**src/rtl/wb_regfile_pkg.sv**
```systemverilog
// ---------------------------------------------------------------------------
// wb_regfile_pkg
//   Shared pipeline constants for the writeback stage.
//   - Bit offsets of each field inside the 107-bit MEM/WB bundle. The bundle
//     is numbered ascending, so bit 0 is the MSB of nextPC.
//   - Load size encodings carried in the DSize field.
//   - The index of the hardwired zero register.
// ---------------------------------------------------------------------------
package wb_regfile_pkg;

  // MEM/WB bundle field offsets (first bit of each field, ascending numbering)
  localparam int OFF_NEXTPC   = 0;
  localparam int OFF_DESTREG  = 32;
  localparam int OFF_ALU      = 37;
  localparam int OFF_DATAOUT  = 69;
  localparam int OFF_PCTOREG  = 101;
  localparam int OFF_REGWRITE = 102;
  localparam int OFF_MEMTOREG = 103;
  localparam int OFF_LOADSIGN = 104;
  localparam int OFF_DSIZE    = 105;

  localparam int BUNDLE_WIDTH = 107;

  // Load size encodings
  localparam logic [1:0] DSIZE_BYTE = 2'b00;
  localparam logic [1:0] DSIZE_HALF = 2'b01;
  localparam logic [1:0] DSIZE_WORD = 2'b10;

  // Hardwired zero register
  localparam logic [4:0] REG_ZERO = 5'd0;

endpackage

```
**src/rtl/wb_regfile_load_align.sv**
```systemverilog
// ---------------------------------------------------------------------------
// load_align
//   Extracts a byte, halfword or word from a big-endian memory word and
//   sign- or zero-extends it to 32 bits.
//   Ports:
//     dataOut     in  32  full word read from the word-aligned address
//     byteOffset  in  2   low address bits; 0 selects the most significant byte
//     dSize       in  2   access size (byte / half / word)
//     loadSign    in  1   1 = sign-extend byte and halfword loads
//     alignedData out 32  value to be written back
// ---------------------------------------------------------------------------
module load_align
  import wb_regfile_pkg::*;
(
  input  logic [31:0] dataOut,
  input  logic [1:0]  byteOffset,
  input  logic [1:0]  dSize,
  input  logic        loadSign,
  output logic [31:0] alignedData
);

  logic [7:0]  selByte;
  logic [15:0] selHalf;

  // Big-endian lane selection: offset 0 is the top byte of the word, and
  // halfwords only look at the upper offset bit (misaligned low bit ignored).
  always_comb begin
    selByte = dataOut[31:24];
    case (byteOffset)
      2'd0:    selByte = dataOut[31:24];
      2'd1:    selByte = dataOut[23:16];
      2'd2:    selByte = dataOut[15:8];
      default: selByte = dataOut[7:0];
    endcase
    selHalf = byteOffset[1] ? dataOut[15:0] : dataOut[31:16];
  end

  // Extension by size; both word encodings pass the word through untouched.
  always_comb begin
    alignedData = dataOut;
    case (dSize)
      DSIZE_BYTE: alignedData = {{24{loadSign & selByte[7]}}, selByte};
      DSIZE_HALF: alignedData = {{16{loadSign & selHalf[15]}}, selHalf};
      default:    alignedData = dataOut;
    endcase
  end

endmodule

```
**src/rtl/wb_regfile.sv**
```systemverilog
// ---------------------------------------------------------------------------
// wb_regfile
//   Writeback stage plus 32 x 32-bit integer register file. Picks the
//   writeback value from the MEM/WB bundle, commits it on the rising edge,
//   and serves two combinational decode read ports with write-through bypass.
//   r0 is hardwired to zero.
//   Ports:
//     clk       in  1          pipeline clock
//     reset     in  1          asynchronous, active-low reset
//     wb_in     in  [0:106]    MEM/WB bundle (bit 0 = MSB)
//     rs1_addr  in  [0:4]      read port A index
//     rs2_addr  in  [0:4]      read port B index
//     rs1_data  out [0:31]     read port A data
//     rs2_data  out [0:31]     read port B data
//     wb_we     out 1          effective write enable (for forwarding)
//     wb_reg    out [0:4]      destination index
//     wb_data   out [0:31]     value being written
// ---------------------------------------------------------------------------
module wb_regfile
  import wb_regfile_pkg::*;
#(
  parameter int WIDTH = BUNDLE_WIDTH,
  parameter int NREG  = 32
) (
  input  logic             clk,
  input  logic             reset,
  input  logic [0:WIDTH-1] wb_in,
  input  logic [0:4]       rs1_addr,
  input  logic [0:4]       rs2_addr,
  output logic [0:31]      rs1_data,
  output logic [0:31]      rs2_data,
  output logic             wb_we,
  output logic [0:4]       wb_reg,
  output logic [0:31]      wb_data
);

  logic [31:0] nextPc;
  logic [4:0]  destReg;
  logic [31:0] aluResult;
  logic [31:0] dataOut;
  logic        pcToReg;
  logic        regWrite;
  logic        memToReg;
  logic        loadSign;
  logic [1:0]  dSize;

  logic [31:0] alignedData;
  logic [31:0] wbValue;
  logic        writeEn;

  logic [31:0] regFile [NREG];

  // Unpack the bundle. Ascending slices land MSB-first in the descending
  // internal vectors, so numeric values are preserved.
  assign nextPc    = wb_in[OFF_NEXTPC   +: 32];
  assign destReg   = wb_in[OFF_DESTREG  +: 5];
  assign aluResult = wb_in[OFF_ALU      +: 32];
  assign dataOut   = wb_in[OFF_DATAOUT  +: 32];
  assign pcToReg   = wb_in[OFF_PCTOREG];
  assign regWrite  = wb_in[OFF_REGWRITE];
  assign memToReg  = wb_in[OFF_MEMTOREG];
  assign loadSign  = wb_in[OFF_LOADSIGN];
  assign dSize     = wb_in[OFF_DSIZE    +: 2];

  // Byte offset is the two least significant address bits of aluResult.
  load_align uLoadAlign (
    .dataOut     (dataOut),
    .byteOffset  (aluResult[1:0]),
    .dSize       (dSize),
    .loadSign    (loadSign),
    .alignedData (alignedData)
  );

  // Writeback select: link PC beats load data, load data beats ALU result.
  always_comb begin
    wbValue = aluResult;
    if (pcToReg) begin
      wbValue = nextPc;
    end else if (memToReg) begin
      wbValue = alignedData;
    end
  end

  // Writes to r0 are suppressed here so the forwarding unit never sees them.
  assign writeEn = regWrite && (destReg != REG_ZERO);

  assign wb_we   = writeEn;
  assign wb_reg  = destReg;
  assign wb_data = wbValue;

  // Register array. Entry 0 is cleared and never written, so it stays zero.
  always_ff @(posedge clk or negedge reset) begin
    if (!reset) begin
      for (int i = 0; i < NREG; i++) begin
        regFile[i] <= '0;
      end
    end else if (writeEn) begin
      regFile[destReg] <= wbValue;
    end
  end

  // Read with write-through bypass so decode sees this cycle's writeback
  // without waiting for the edge.
  function automatic logic [31:0] readPort(input logic [4:0] addr);
    if (addr == REG_ZERO) begin
      return '0;
    end else if (writeEn && (addr == destReg)) begin
      return wbValue;
    end else begin
      return regFile[addr];
    end
  endfunction

  always_comb begin
    rs1_data = readPort(rs1_addr);
    rs2_data = readPort(rs2_addr);
  end

endmodule

```
**config.mk**
```make
export PLATFORM = sky130hd
export DESIGN_NAME = wb_regfile
export DESIGN_NICKNAME = d
export VERILOG_FILES = /design/src/rtl/wb_regfile_pkg.sv /design/src/rtl/wb_regfile_load_align.sv /design/src/rtl/wb_regfile.sv
export SDC_FILE = /design/constraint.sdc
export NUM_CORES = 2
export LEC_CHECK = 0
export ABC_AREA = 0
export CAP_MARGIN = 25
export CORE_MARGIN = 2
export CORE_UTILIZATION = 60
export DETAILED_ROUTE_END_ITERATION = 12
export HOLD_SLACK_MARGIN = 0.1
export PLACE_DENSITY = 0.8
export SLEW_MARGIN = 20
export SYNTH_ARGS = -nofsm -noshare
export SYNTH_HDL_FRONTEND = slang
export SYNTH_SLANG_ARGS = --single-unit
```
**constraint.sdc**
```tcl
create_clock -name clk -period 7.6 [get_ports clk]
set_clock_uncertainty 0.05 [all_clocks]
set_input_delay 1.52 -clock clk [delete_from_list [all_inputs] [get_ports clk]]
set_output_delay 1.52 -clock clk [all_outputs]
set_load 0.01 [all_outputs]
```
# Word level (Yosys, flattened, before mapping)
# Cells that the tools add are included.
# classes
mul	0
n_shift	0
div_mod_pow	0
magnitude_cmp	4
addsub	0
n_eq_ne	5
reduce_logical	9
muxes	18
bitwise	5
# op_table
op	count
$bwmux W1024	1
$mux W32	11
$bmux W32 S5	2
$demux W32 S5	1
$pmux W32 S2	1
$pmux W8 S3	1
$ge A6 B6 Y1 const B	3
$not A5 Y6	3
$mux W16	1
$eq A5 B5 Y1	2
$logic_not A5 Y1	2
$lt A6 B1 Y1 const B	1
$reduce_bool A5 Y1	1
$eq A2 B1 Y1 const B	2
$logic_and A1 B1 Y1	4
$logic_not A2 Y1	2
$and A1 B1 Y1	2
$eq A2 B2 Y1 const B	1
# word_totals
mem_count	0
output_inout_bits	102
rom_bits	0
in_bits	119
ramBits	0
latch_bits	0
ff_bits	1024

# Logic depth before layout (Yosys ltp)
# depth
word_depth	8
ltp_mapped	11
mapped_depth_nobuf	6

# Cells and area by module
# Synthesis repeated with hierarchy kept, for this count alone.
# unflattened
cells_unflattened	5320
hier_area_um2	54943.9
# modules_own_cells
mod	seq_area_each_um2	instances	area_each_um2	cells_each
wb_regfile	25624.6	1	54114.4	5213
load_align	0.0	1	829.5	107

# Worst setup path after synthesis
# No wires, ideal clock.
# synth_path
path_kind	input to output
start	in wb_in[36] (netlist bit)
end	out rs1_data[2] (netlist bit)
setup_slack_ps	2809
stages	8
t_arrival_ps	3221
required_time_ps	6030
n_path_buf	3
cell_sequence	buf_2 > nor2_1 > a21boi_0 > and4_1 > buf_2 > clkbuf_1 > nor4_1 > a211oi_1
# synth_between
elab_chain_len	5
# synth_lines
item	line	source
from (decl)	wb_regfile.sv:27	input logic [0:WIDTH-1] wb_in,
$reduce_bool A5 Y1	wb_regfile.sv:85	assign writeEn = regWrite && (destReg != REG_ZERO);
$logic_and A1 B1 Y1	wb_regfile.sv:85	
named net wb_we	wb_regfile.sv:32	output logic wb_we,
$logic_and A1 B1 Y1	wb_regfile.sv:107	end else if (writeEn && (addr == destReg)) begin
$mux W32	wb_regfile.sv:107	
$mux W32	wb_regfile.sv:105	if (addr == REG_ZERO) begin
to (decl)	wb_regfile.sv:30	output logic [0:31] rs1_data,
# The timed path passes the listed nets, and every way through them passes these cells.

# Worst setup path after layout
# layout_path
start	in rs2_addr[0] (netlist bit)
end	out rs2_data[15] (netlist bit)
# layout_between
elab_chain_len	6
# layout_lines
item	line	source
from (decl)	wb_regfile.sv:29	input logic [0:4] rs2_addr,
$not A5 Y6 (implied by the code)	wb_regfile.sv:110	return regFile[addr];
$bmux W32 S5	wb_regfile.sv:110	
$mux W32 (implied by the code) (2 in series)	wb_regfile.sv:110	
$mux W32	wb_regfile.sv:107	
$mux W32 (*)	wb_regfile.sv:105	
to (decl)	wb_regfile.sv:31	output logic [0:31] rs2_data,
# Mark *: on every way between the ends. The rest lies on a longest branch, timed or not. The select of a mux whose other input is x is not followed.

==> results.json <==
{
  "synth_flop_cell": "dfrtp_1",
  "syn-num-nets": 5281,
  "maxCapViolations": 0,
  "cp.required_ps": 6030,
  "yosys.area.top_type": "dfrtp_1",
  "slowest_delay_ps": 990,
  "worstSetupEndpointType": "output port",
  "num_rows": 110,
  "area_delta_synth_final_pct": 11.4,
  "cts.clk_slew.worst_paths_ps": 60,
  "viasPerCell": 7.20,
  "crit_slowest_cell": "and2_0",
  "crit_family": "compound AO/OA/AOI/OAI gates",
  "grt_max_degree": 180,
  "post_cts_buffers": 0,
  "die_h_um": 306,
  "boundaryPins": 221,
  "fin_crit_ps": 7030,
  "status": "completed",
  "netlist_area_um2": 54600,
  "post-dp-hpwl_um": 115000,
  "worstMarginPinSlew_ps": 1150,
  "drtPass1Iterations": 9,
  "routedWlPerCell_um": 29.9,
  "setup_viol": 0,
  "crit_fanout": 21,
  "drive_above_1_share_pct": 17.2,
  "reg.largest.list": "regFile (1024)",
  "htreeDepth": 3,
  "critical_path_class": "in -> out",
  "synth.top_cells.by_area": "dfrtp_1, mux4_2, o21ai_0",
  "routabilityCongestion": 0.938,
  "drt_wl_total_um": 190000,
  "regMostFlops": "regFile",
  "finalHoldViolCount": 0,
  "largest_reg_flops": 1024,
  "core_um2": 90000,
  "die_w_um": 306,
  "post-route-drc-count": 0,
  "maxSlewViolCount": 0,
  "ys_warn_count": 0,
  "min_path_type": "reg -> reg",
  "cts_hold_buf": 0,
  "ys_seq_area_share_pct": 47.0,
  "cts-buffers-inserted": 102,
  "cp_num_buf_inv": 2,
  "grt_pass1_wl_um": 284000,
  "syn-mean-instance-area_um2": 10.6,
  "clock_latency_ps": 690,
  "crit_arrival_ps": 5460,
  "ys_types": 66,
  "fmax_mhz": 142,
  "ys_seq_elements": 1024,
  "final_antenna_net_count": 0,
  "cts_tree": "built",
  "cts_max_path_buffers": 3,
  "port_buffers": 220,
  "cts.sinks": 1024,
  "cp_common_cell": "a211oi_1",
  "slew_headroom_pct": 23.3,
  "ctsRootBufferMaster": "clkbuf_16",
  "grt.overflow.total": 0,
  "powerDensity_nw_per_um2": 272,
  "power.leakage_nw": 26.3,
  "post_cts_resized": 0,
  "finalSetupTns_ps": 0,
  "start_util_pct": 60.6,
  "synthArstFlopShare_pct": 100,
  "drt_iter0_markers": 6991,
  "grt_pass1_vias": 45500,
  "synth_top_area_share_pct": 47.0,
  "die_area_um2": 93400,
  "grtUsageTotal_pct": 40.9,
  "vdd_ir_drop_max_mv": 0.195,
  "rsz0062_at_grt": "no",
  "synth-edff-count": 0,
  "vias": 45800,
  "cp-start-kind": "input port",
  "p_total_mw": 16.5,
  "syn_inst": 5162,
  "antenna_found_initial": 7,
  "post-route-period-util_pct": 92.4,
  "critical_path.cell_chain": "buf_2 > and2_0 > o21ai_0 > a211oi_1 > nor4_1 > a211oi_1 > clkdlybuf4s50_1",
  "fin_nets": 5210
}
-- layer usage --
metal | up-vias | wire [um] | share of wire, % | global-route usage [%]
li1 | 18500 | - | - | -
met1 | 22400 | 64000 | 34 | 51.5
met2 | 3861 | 82300 | 43 | 59.2
met3 | 954 | 29600 | 16 | 16.4
met4 | 6 | 14100 | 7.4 | 26.0
met5 | - | 39 | 0.021 | 0
-- logic make-up (layout without fill, tap and decap cells) --
kind of cell              Yosys count  after routing  synth area share [%]
and+or+nand+nor                  1428           1428                  10.5
AOI/OAI and AO/OA                1432           1432                  15.0
buffers and inverters             600            616                  5.28
muxes                             668            668                  22.1
xor gates and xnor gates           10             10                 0.160
other                               0              6                     0
DFF                              1024           1024                  47.0
-- final timing paths --
check                                          start                   endpoint  slack, ps  depth (start not counted)
hold reg to reg            regFile[1017]$_DFFE_PN0P_  regFile[1017]$_DFFE_PN0P_        350                          0
setup reg to reg            regFile[480]$_DFFE_PN0P_   regFile[480]$_DFFE_PN0P_       6700                          2
hold / removal             regFile[1017]$_DFFE_PN0P_  regFile[1017]$_DFFE_PN0P_        350                          0
max in group asynchronous                      reset   regFile[428]$_DFFE_PN0P_       5070                          2
min in group asynchronous                      reset   regFile[292]$_DFFE_PN0P_        830                          1
setup / recovery                         rs2_addr[0]               rs2_data[15]        570                          7
-- layout by cell type (no fill, tap or decap), types with 21 or more instances in the layout --
master / n
clkbuf_16: 106
nor2_1: 76
mux2i_1: 205
inv_1: 39
dfrtp_1: 1024
clkbuf_1: 21
a211oi_1: 96
mux2_2: 36
nand2_2: 31
nand2_1: 1145
clkdlybuf4s50_1: 209
o22ai_1: 74
a221oi_1: 32
mux4_2: 423
a22oi_1: 41
nor4_1: 30
o221ai_2: 21
a2111oi_0: 23
clkbuf_8: 28
nor2b_1: 28
buf_4: 144
a21oi_1: 39
nor3_1: 52
o21ai_0: 1046
-- synth_stat cells, types with 3 or more instances --
cell type,count
a21oi_1,39
o22ai_1,74
and3_1,4
mux2_2,36
mux2i_1,205
o221a_2,6
clkbuf_2,22
xnor2_1,4
a221oi_1,32
mux4_1,3
and2_1,4
buf_4,52
o21ai_0,1046
mux4_2,423
a211oi_2,5
nor4_1,32
buf_6,21
nor3b_1,5
nand2b_1,13
a22oi_1,41
a22o_1,7
buf_1,4
xor2_1,6
o211ai_1,4
inv_2,3
o21ai_1,11
nor2b_1,28
nor2_1,76
o221ai_2,9
or2_2,6
clkbuf_1,357
inv_1,39
a31oi_1,3
buf_8,9
o2111ai_1,3
nor3_1,52
o221ai_1,16
o311ai_0,3
o21a_1,4
nand2_1,1176
buf_2,90
dfrtp_1,1024
nand3_1,17
a2111oi_0,23
a211oi_1,96
-- cell type report --
type / count / area [um2]
inverter: 43 / 161
timing repair buffer: 382 / 3630
multi-input combinational: 3538 / 26300
clock inverter: 36 / 487
tap: 1176 / 1470
fill: 6418 / 29200
sequential: 1024 / 25600
antenna: 6 / 15.0
clock buffer: 155 / 3120
-- metrics by stage --
stage          hold slack, ps  setup WS, ps  util, %  cells  cell area [um2]
2_1_floorplan             391          2810        -   5162            54600
3_3_place_gp              326           996     63.5   6160            57100
3_5_place_dp              332           995     63.5   6162            57200
4_1_cts                   347           973     67.5   6353            60800
5_1_grt                   360           656     67.5   6354            60800
6_report                  348           575     67.5   6360            60800
-- where the power goes --
group          internal (mW)  total [mW]  switching [mW]
Clock                   3.20        5.42            2.23
Sequential              6.55        7.43           0.880
Combinational           1.75        3.68            1.93
-- worst register-to-register path, stage by stage (launching register included) --
cell and delay [ps]:
dfrtp_1 480, nand2_1 90, o21ai_0 110
Power figures use the tool's default switching activity.
